--- src/rtl/multicycle_control_fsm_pkg.sv ---
// Shared encodings for the SigmaCore multi-cycle control path: opcodes, FSM states,
// ALU operations and the PC-source / writeback-select mux codes.
package sigma_pkg;

   localparam logic [6:0] OPC_OP     = 7'b0110011;
   localparam logic [6:0] OPC_OP_IMM = 7'b0010011;
   localparam logic [6:0] OPC_LOAD   = 7'b0000011;
   localparam logic [6:0] OPC_STORE  = 7'b0100011;
   localparam logic [6:0] OPC_BRANCH = 7'b1100011;
   localparam logic [6:0] OPC_JAL    = 7'b1101111;
   localparam logic [6:0] OPC_JALR   = 7'b1100111;
   localparam logic [6:0] OPC_LUI    = 7'b0110111;
   localparam logic [6:0] OPC_AUIPC  = 7'b0010111;

   localparam logic [6:0] FUNCT7_BASE = 7'h00;
   localparam logic [6:0] FUNCT7_ALT  = 7'h20;

   typedef enum logic [2:0] {
      FETCH,
      DECODE,
      EXECUTE,
      MEM,
      WRITEBACK,
      TRAP
   } ctrl_state_e;

   typedef enum logic [3:0] {
      ADD   = 4'd0,
      SUB   = 4'd1,
      SLL   = 4'd2,
      SLT   = 4'd3,
      SLTU  = 4'd4,
      XOR   = 4'd5,
      SRL   = 4'd6,
      SRA   = 4'd7,
      OR    = 4'd8,
      AND   = 4'd9,
      PASSB = 4'd10
   } alu_op_e;

   typedef enum logic [1:0] {
      PC_SRC_SEQ  = 2'd0,
      PC_SRC_REL  = 2'd1,
      PC_SRC_JALR = 2'd2
   } pc_src_e;

   typedef enum logic [1:0] {
      WB_SEL_ALU  = 2'd0,
      WB_SEL_LOAD = 2'd1,
      WB_SEL_PC4  = 2'd2
   } wb_sel_e;

   // funct3 selects the operation class; alt picks SUB over ADD or SRA over SRL.
   function automatic alu_op_e funct_to_alu_op(input logic [2:0] funct3, input logic alt);
      alu_op_e op;
      case (funct3)
         3'b000:  op = alt ? SUB : ADD;
         3'b001:  op = SLL;
         3'b010:  op = SLT;
         3'b011:  op = SLTU;
         3'b100:  op = XOR;
         3'b101:  op = alt ? SRA : SRL;
         3'b110:  op = OR;
         default: op = AND;
      endcase
      return op;
   endfunction

endpackage

--- src/rtl/multicycle_control_fsm_alu_op_decoder.sv ---
// Combinational instruction classifier: maps opcode/funct3/funct7 to an ALU
// operation and flags encodings the core does not implement.
module alu_op_decoder
   import sigma_pkg::*;
(
   input  logic [6:0] opcode,
   input  logic [2:0] funct3,
   input  logic [6:0] funct7,
   output alu_op_e    alu_op,
   output logic       illegal
);

   logic funct7_known;

   assign funct7_known = (funct7 == FUNCT7_BASE) || (funct7 == FUNCT7_ALT);

   // NOTE: every output gets a default before the case so no path infers a latch.
   always_comb begin
      alu_op  = ADD;
      illegal = 1'b0;
      case (opcode)
         OPC_OP: begin
            alu_op = funct_to_alu_op(funct3, funct7[5]);
            if (!funct7_known) begin
               illegal = 1'b1;
            end else if ((funct7 == FUNCT7_ALT) && (funct3 != 3'b000) && (funct3 != 3'b101)) begin
               illegal = 1'b1;
            end
         end
         OPC_OP_IMM: begin
            // Only the shift-right immediate borrows funct7; elsewhere those bits are immediate.
            alu_op = funct_to_alu_op(funct3, (funct3 == 3'b101) && funct7[5]);
            if ((funct3 == 3'b001) && (funct7 != FUNCT7_BASE)) begin
               illegal = 1'b1;
            end else if ((funct3 == 3'b101) && !funct7_known) begin
               illegal = 1'b1;
            end
         end
         OPC_LOAD: begin
            illegal = (funct3 == 3'b011) || (funct3 == 3'b110) || (funct3 == 3'b111);
         end
         OPC_STORE: begin
            illegal = (funct3 > 3'b010);
         end
         OPC_BRANCH: begin
            alu_op  = SUB;
            illegal = (funct3 == 3'b010) || (funct3 == 3'b011);
         end
         OPC_JAL: begin
            alu_op = ADD;
         end
         OPC_JALR: begin
            illegal = (funct3 != 3'b000);
         end
         OPC_LUI: begin
            alu_op = PASSB;
         end
         OPC_AUIPC: begin
            alu_op = ADD;
         end
         default: begin
            illegal = 1'b1;
         end
      endcase
   end

endmodule

--- src/rtl/multicycle_control_fsm.sv ---
// SigmaCore multi-cycle control sequencer: walks each instruction through
// FETCH/DECODE/EXECUTE/MEM/WRITEBACK and drives the datapath strobes.
module multicycle_control_fsm
   import sigma_pkg::*;
#(
   parameter int RETIRE_CNT_W = 32
)
(
   input  logic                    clk,
   input  logic                    rst,
   input  logic [6:0]              opcode,
   input  logic [2:0]              funct3,
   input  logic [6:0]              funct7,
   input  logic [4:0]              rd,
   input  logic                    imem_valid,
   input  logic                    dmem_ready,
   input  logic                    branch_taken,
   output logic                    imem_req,
   output logic                    ir_load,
   output logic                    dmem_req,
   output logic                    dmem_we,
   output alu_op_e                 alu_op,
   output logic                    pc_write,
   output logic [1:0]              pc_src,
   output logic [1:0]              wb_sel,
   output logic                    reg_write,
   output logic                    trap,
   output logic                    retire,
   output logic [RETIRE_CNT_W-1:0] retire_count
);

   ctrl_state_e             state_q, state_d;
   logic [RETIRE_CNT_W-1:0] retire_count_q, retire_count_d;

   alu_op_e dec_alu_op;
   logic    dec_illegal;
   pc_src_e pc_src_sel;
   wb_sel_e wb_sel_sel;

   logic is_branch, is_load, is_store, is_jal, is_jalr;

   alu_op_decoder u_alu_op_decoder (
      .opcode  (opcode),
      .funct3  (funct3),
      .funct7  (funct7),
      .alu_op  (dec_alu_op),
      .illegal (dec_illegal)
   );

   assign is_branch = (opcode == OPC_BRANCH);
   assign is_load   = (opcode == OPC_LOAD);
   assign is_store  = (opcode == OPC_STORE);
   assign is_jal    = (opcode == OPC_JAL);
   assign is_jalr   = (opcode == OPC_JALR);

   always_comb begin
      state_d = state_q;
      case (state_q)
         FETCH:     if (imem_valid) state_d = DECODE;
         DECODE:    state_d = dec_illegal ? TRAP : EXECUTE;
         EXECUTE: begin
            if (is_branch) begin
               state_d = FETCH;
            end else if (is_load || is_store) begin
               state_d = MEM;
            end else begin
               state_d = WRITEBACK;
            end
         end
         MEM:       if (dmem_ready) state_d = is_store ? FETCH : WRITEBACK;
         WRITEBACK: state_d = FETCH;
         TRAP:      state_d = TRAP;
         default:   state_d = FETCH;
      endcase
   end

   // Strobes decode straight from the registered state so they act in the same cycle.
   always_comb begin
      imem_req   = 1'b0;
      ir_load    = 1'b0;
      dmem_req   = 1'b0;
      dmem_we    = 1'b0;
      alu_op     = ADD;
      pc_write   = 1'b0;
      pc_src_sel = PC_SRC_SEQ;
      wb_sel_sel = WB_SEL_ALU;
      reg_write  = 1'b0;
      trap       = 1'b0;
      retire     = 1'b0;
      case (state_q)
         FETCH: begin
            imem_req = 1'b1;
            ir_load  = imem_valid;
         end
         EXECUTE: begin
            alu_op = dec_alu_op;
            if (is_branch) begin
               pc_write   = 1'b1;
               pc_src_sel = branch_taken ? PC_SRC_REL : PC_SRC_SEQ;
               retire     = 1'b1;
            end
         end
         MEM: begin
            dmem_req = 1'b1;
            dmem_we  = is_store;
            if (dmem_ready && is_store) begin
               pc_write = 1'b1;
               retire   = 1'b1;
            end
         end
         WRITEBACK: begin
            reg_write = (rd != 5'd0);
            pc_write  = 1'b1;
            retire    = 1'b1;
            if (is_jal) begin
               pc_src_sel = PC_SRC_REL;
            end else if (is_jalr) begin
               pc_src_sel = PC_SRC_JALR;
            end
            if (is_load) begin
               wb_sel_sel = WB_SEL_LOAD;
            end else if (is_jal || is_jalr) begin
               wb_sel_sel = WB_SEL_PC4;
            end
         end
         TRAP: begin
            trap = 1'b1;
         end
         default: ;
      endcase
   end

   assign pc_src = pc_src_sel;
   assign wb_sel = wb_sel_sel;

   assign retire_count_d = retire ? retire_count_q + 1'b1 : retire_count_q;

   // NOTE: non-blocking assignments keep every flop sampling pre-edge values.
   always_ff @(posedge clk) begin
      if (rst) begin
         state_q        <= FETCH;
         retire_count_q <= '0;
      end else begin
         state_q        <= state_d;
         retire_count_q <= retire_count_d;
      end
   end

   assign retire_count = retire_count_q;

endmodule
--- config.mk ---
export PLATFORM = sky130hd
export DESIGN_NAME = multicycle_control_fsm
export DESIGN_NICKNAME = d
export VERILOG_FILES = /design/src/rtl/multicycle_control_fsm_pkg.sv /design/src/rtl/multicycle_control_fsm_alu_op_decoder.sv /design/src/rtl/multicycle_control_fsm.sv
export SDC_FILE = /design/constraint.sdc
export NUM_CORES = 1
export LEC_CHECK = 0
export BUFFER_PORTS_ARGS = -buffer_cell sky130_fd_sc_hd__clkbuf_2
export CAP_MARGIN = 25
export CORE_MARGIN = 5
export CORE_UTILIZATION = 46
export CTS_CLUSTER_DIAMETER = 120
export DETAILED_ROUTE_END_ITERATION = 10
export GPL_TIMING_DRIVEN = 0
export HOLD_SLACK_MARGIN = 0.03
export PLACE_DENSITY = 0.88
export SLEW_MARGIN = 5
export SYNTH_ARGS = -nofsm -noshare
export SYNTH_HDL_FRONTEND = slang
export SYNTH_SLANG_ARGS = --single-unit
--- constraint.sdc ---
create_clock -name clk -period 2.29 [get_ports clk]
set_clock_uncertainty 0.15 [all_clocks]
set_input_delay 0 -clock clk [delete_from_list [all_inputs] [get_ports clk]]
set_output_delay 0 -clock clk [all_outputs]
set_load 0.03 [all_outputs]
==> results by group <==
Run status
  • Outcome: complete, no violations

Power and ir drop
  • Leak Pwr: around 1.1 nW
  • Sequential power share: between 50 and 60%
  • Worst vdd ir: roughly 0.00019 V
  • Clk pwr share: a little over a third
  • PwrDens: roughly 430 nW/µm²
  • Net Sw Frac: about a quarter
  • P_sw: approximately 0.32 mW
  • Comb power frac: 13.3%
  • Int Pwr: around 0.91 mW

STA
  • RSZ-0062 raised after global routing: true
  • Relative slew slack: 52.4%
  • Period minus WS final: roughly 2.3 ns
  • Setup violators final: 0
  • Tcrit/Tclk final: a little over nine tenths
  • Worst slew pin tran: a little over 0.7 ns
  • FMAX: 444 MHz
  • Pins over their slew limit: 0
  • Final hold violations: 0
  • Setup tns final: 0 ns

Critical path
  • Crit end category: register
  • Arrival @ worst endpoint: between 2 and 2.5 ns
  • Kind of critical path: reg -> reg
  • Reg2reg setup slack: 0.04 ns
  • Worst Path Required: ~2.3 ns
  • Maximum fanout along the worst path: 8
  • Type of origin of the critical path: register

Final layout
  • Diode count: 0
  • Post-layout util: 60.4%
  • Commonest cells after routing, fill and taps aside: 69 x clkbuf_2, 31 x a21oi_1, 24 x dfxtp_1, 20 x nor2_1, 18 x or3_1
  • # fillers: approximately 410
  • Nets: 391
  • Layout Area Growth over Synthesis: 27.9%
  • Layout cells sized above 1: about a third
  • Final Cell Area: around 2900 µm²
  • Commonest non-fill, non-tap cell in the layout: clkbuf_2

Floorplanning
  • Core Region: 4720 µm²
  • Chip height: around 80 µm
  • Die W: about 80 µm
  • Top-Level Pins: 75
  • DIE AREA: 6340 µm²
  • Initial core utilization: between 40% and 50%
  • FP Rows: 25

Synthesis
  • Area contributors post-synth: dfxtp_1 31%, a21oi_1 7.0%, or3_1 5.0%
  • Synth area leader: dfxtp_1
  • Cell count after synthesis: 282
  • Post-synth ARST share: 0%
  • Synth top area share: a little under a third
  • Post-synth EDFFs: 0
  • Sequential fraction of the synthesis area: 31.4%
  • Top FF cell, synth: dfxtp_1
  • Flops & latches, synth: 35
  • Syn_nets: 310
  • Syn avg cell area: between 7 and 8 µm²
  • Netlist Area Pre-Place: 2230 µm²
  • Count of cell types in the netlist: ~60
  • Yosys warning total: 0

Routing
  • Routed WL per cell: roughly 14 µm
  • Iter 0 DRT Violations: roughly 150
  • DRT Pass-1 Iters: 4
  • Vias per cell: ~5.7
  • Via Count: approximately 2500
  • DRC viols: 0
  • Post-route ant nets: 0
  • Detailed Route WL: 6.12 mm

Global route
  • All-Layer GR Usage: between 10% and 20%
  • Vias in the first global route: ~2300
  • Pin count of the biggest net entering global routing: 20
  • First-pass GRT wire length: a little over 10 mm
  • Gr ovfl total: 0
  • Antenna violations before repair: 0

Clock tree
  • Clock sinks: 35
  • Total CTS buffers: 5
  • Clock Path Buffers: 2
  • Clk Latency, worst-skew pair: between 0.2 and 0.3 ns
  • CTS tree: done
  • H-Tree Depth: 2
  • Clock root cell: clkbuf_8
  • Clock transition at path regs: about 0.070 ns

Place
  • Dpl cell area: 2670 µm²
  • Gpl congestion: roughly 0.86
  • DP HPWL: 4.56 mm
  • Port Buffers: 69

Flow run
  • Max Cap Viol: 0

Min path
  • Class of the worst hold path: in -> reg
area by class of cell:
class | instances | area (µm²) | area share (%)
inverters | 10 | 37.5 | 1.32
flip-flops and latches | 35 | 714 | 25.0
multi-input cells | 219 | 1430 | 50.1
clock buffers | 6 | 82.6 | 2.89
repair buffers | 77 | 423 | 14.8
well taps | 67 | 83.8 | 2.94
clock inverters | 1 | 5.00 | 0.175
plain buffers | 15 | 77.6 | 2.72
logic make-up (layout without fill, tap and decap cells):
kind of cell / count (synthesis) / in the layout / share of synthesized area, %
XOR/XNOR: 5 / 5 / 1.96
flip-flops: 35 / 35 / 31.4
adder cells (fa/ha/maj): 2 / 2 / 1.01
multiplexers: 4 / 4 / 1.91
buffers and inverters: 28 / 109 / 6.06
AND/OR/NAND/NOR: 124 / 124 / 33.0
AO/OA/AOI/OAI: 84 / 84 / 24.6
layer usage:
metal  track usage [%]  routed length [µm]
met5                 0                   0
met4              5.50                  72
met3              4.29                 359
met2              33.8                2940
met1              24.8                2750
power by group through the flow:
stage	Sequential (mW)	Clock, mW	Combinational [mW]
2_1_floorplan	0.634	0	0.109
3_3_place_gp	0.633	0	0.157
3_5_place_dp	0.633	0	0.162
4_1_cts	0.623	0.458	0.161
5_1_grt	0.623	0.490	0.179
6_report	0.623	0.448	0.164
synth_stat cells, drive strengths merged, types with 2 or more instances:
master,instances
dfxtp,35
a21oi,31
nor2,20
o21ai,20
or3,19
nand2,16
o31ai,12
clkbuf,10
inv,10
nor3,10
or4,10
nand3,9
buf,8
nor2b,6
nand2b,5
nand4,5
nor4,5
a31oi,3
and3,3
or2,3
or3b,3
xor2,3
a2111oi,2
and2,2
mux2,2
mux2i,2
nand4b,2
o311a,2
o311ai,2
xnor2,2
stage by stage:
step,hold slack (ns),power (mW),instances,setup WS [ns]
final,0.0709,1.23,430,0.0368
after global routing,0.142,1.29,430,-0.105
after CTS,0.0680,1.24,431,0.00454
after detailed placement,0.185,0.795,418,-0.281
after global placement,0.178,0.790,418,-0.242
after floorplan,0.0667,0.744,282,0.0107
state kept, by name, indices dropped and copies added, names as in the netlist:
signal and count:
retire_count 32, state_q 3
worst max-delay path: stages (launching register included):
cell	delay, ns
dfxtp_1	0.38
nand4_1	0.17
nor4_2	0.46
nand4_1	0.15
buf_4	0.19
nor4_1	0.29
mux2_1	0.35
path summary, 6_finish.rpt:
kind,from,to,cells past startpoint
worst max register to register,retire_count[12]$_SDFFE_PP0P_,retire_count[31]$_SDFFE_PP0P_,6
worst min-delay path,dmem_ready,state_q[0]$_SDFFE_PP0P_,5
worst max-delay path,retire_count[12]$_SDFFE_PP0P_,retire_count[31]$_SDFFE_PP0P_,6
worst min register to register,retire_count[9]$_SDFFE_PP0P_,retire_count[9]$_SDFFE_PP0P_,2
repair_timing:
action	in CTS	in global routing
gates resized for setup	7	2
buffers inserted	6	0
hold endpoints to repair	2	0
endpoints found under the setup margin	23	23
pin swaps	12	2
hold buffers	2	0
No activity file was read; power rests on OpenSTA's default activity.
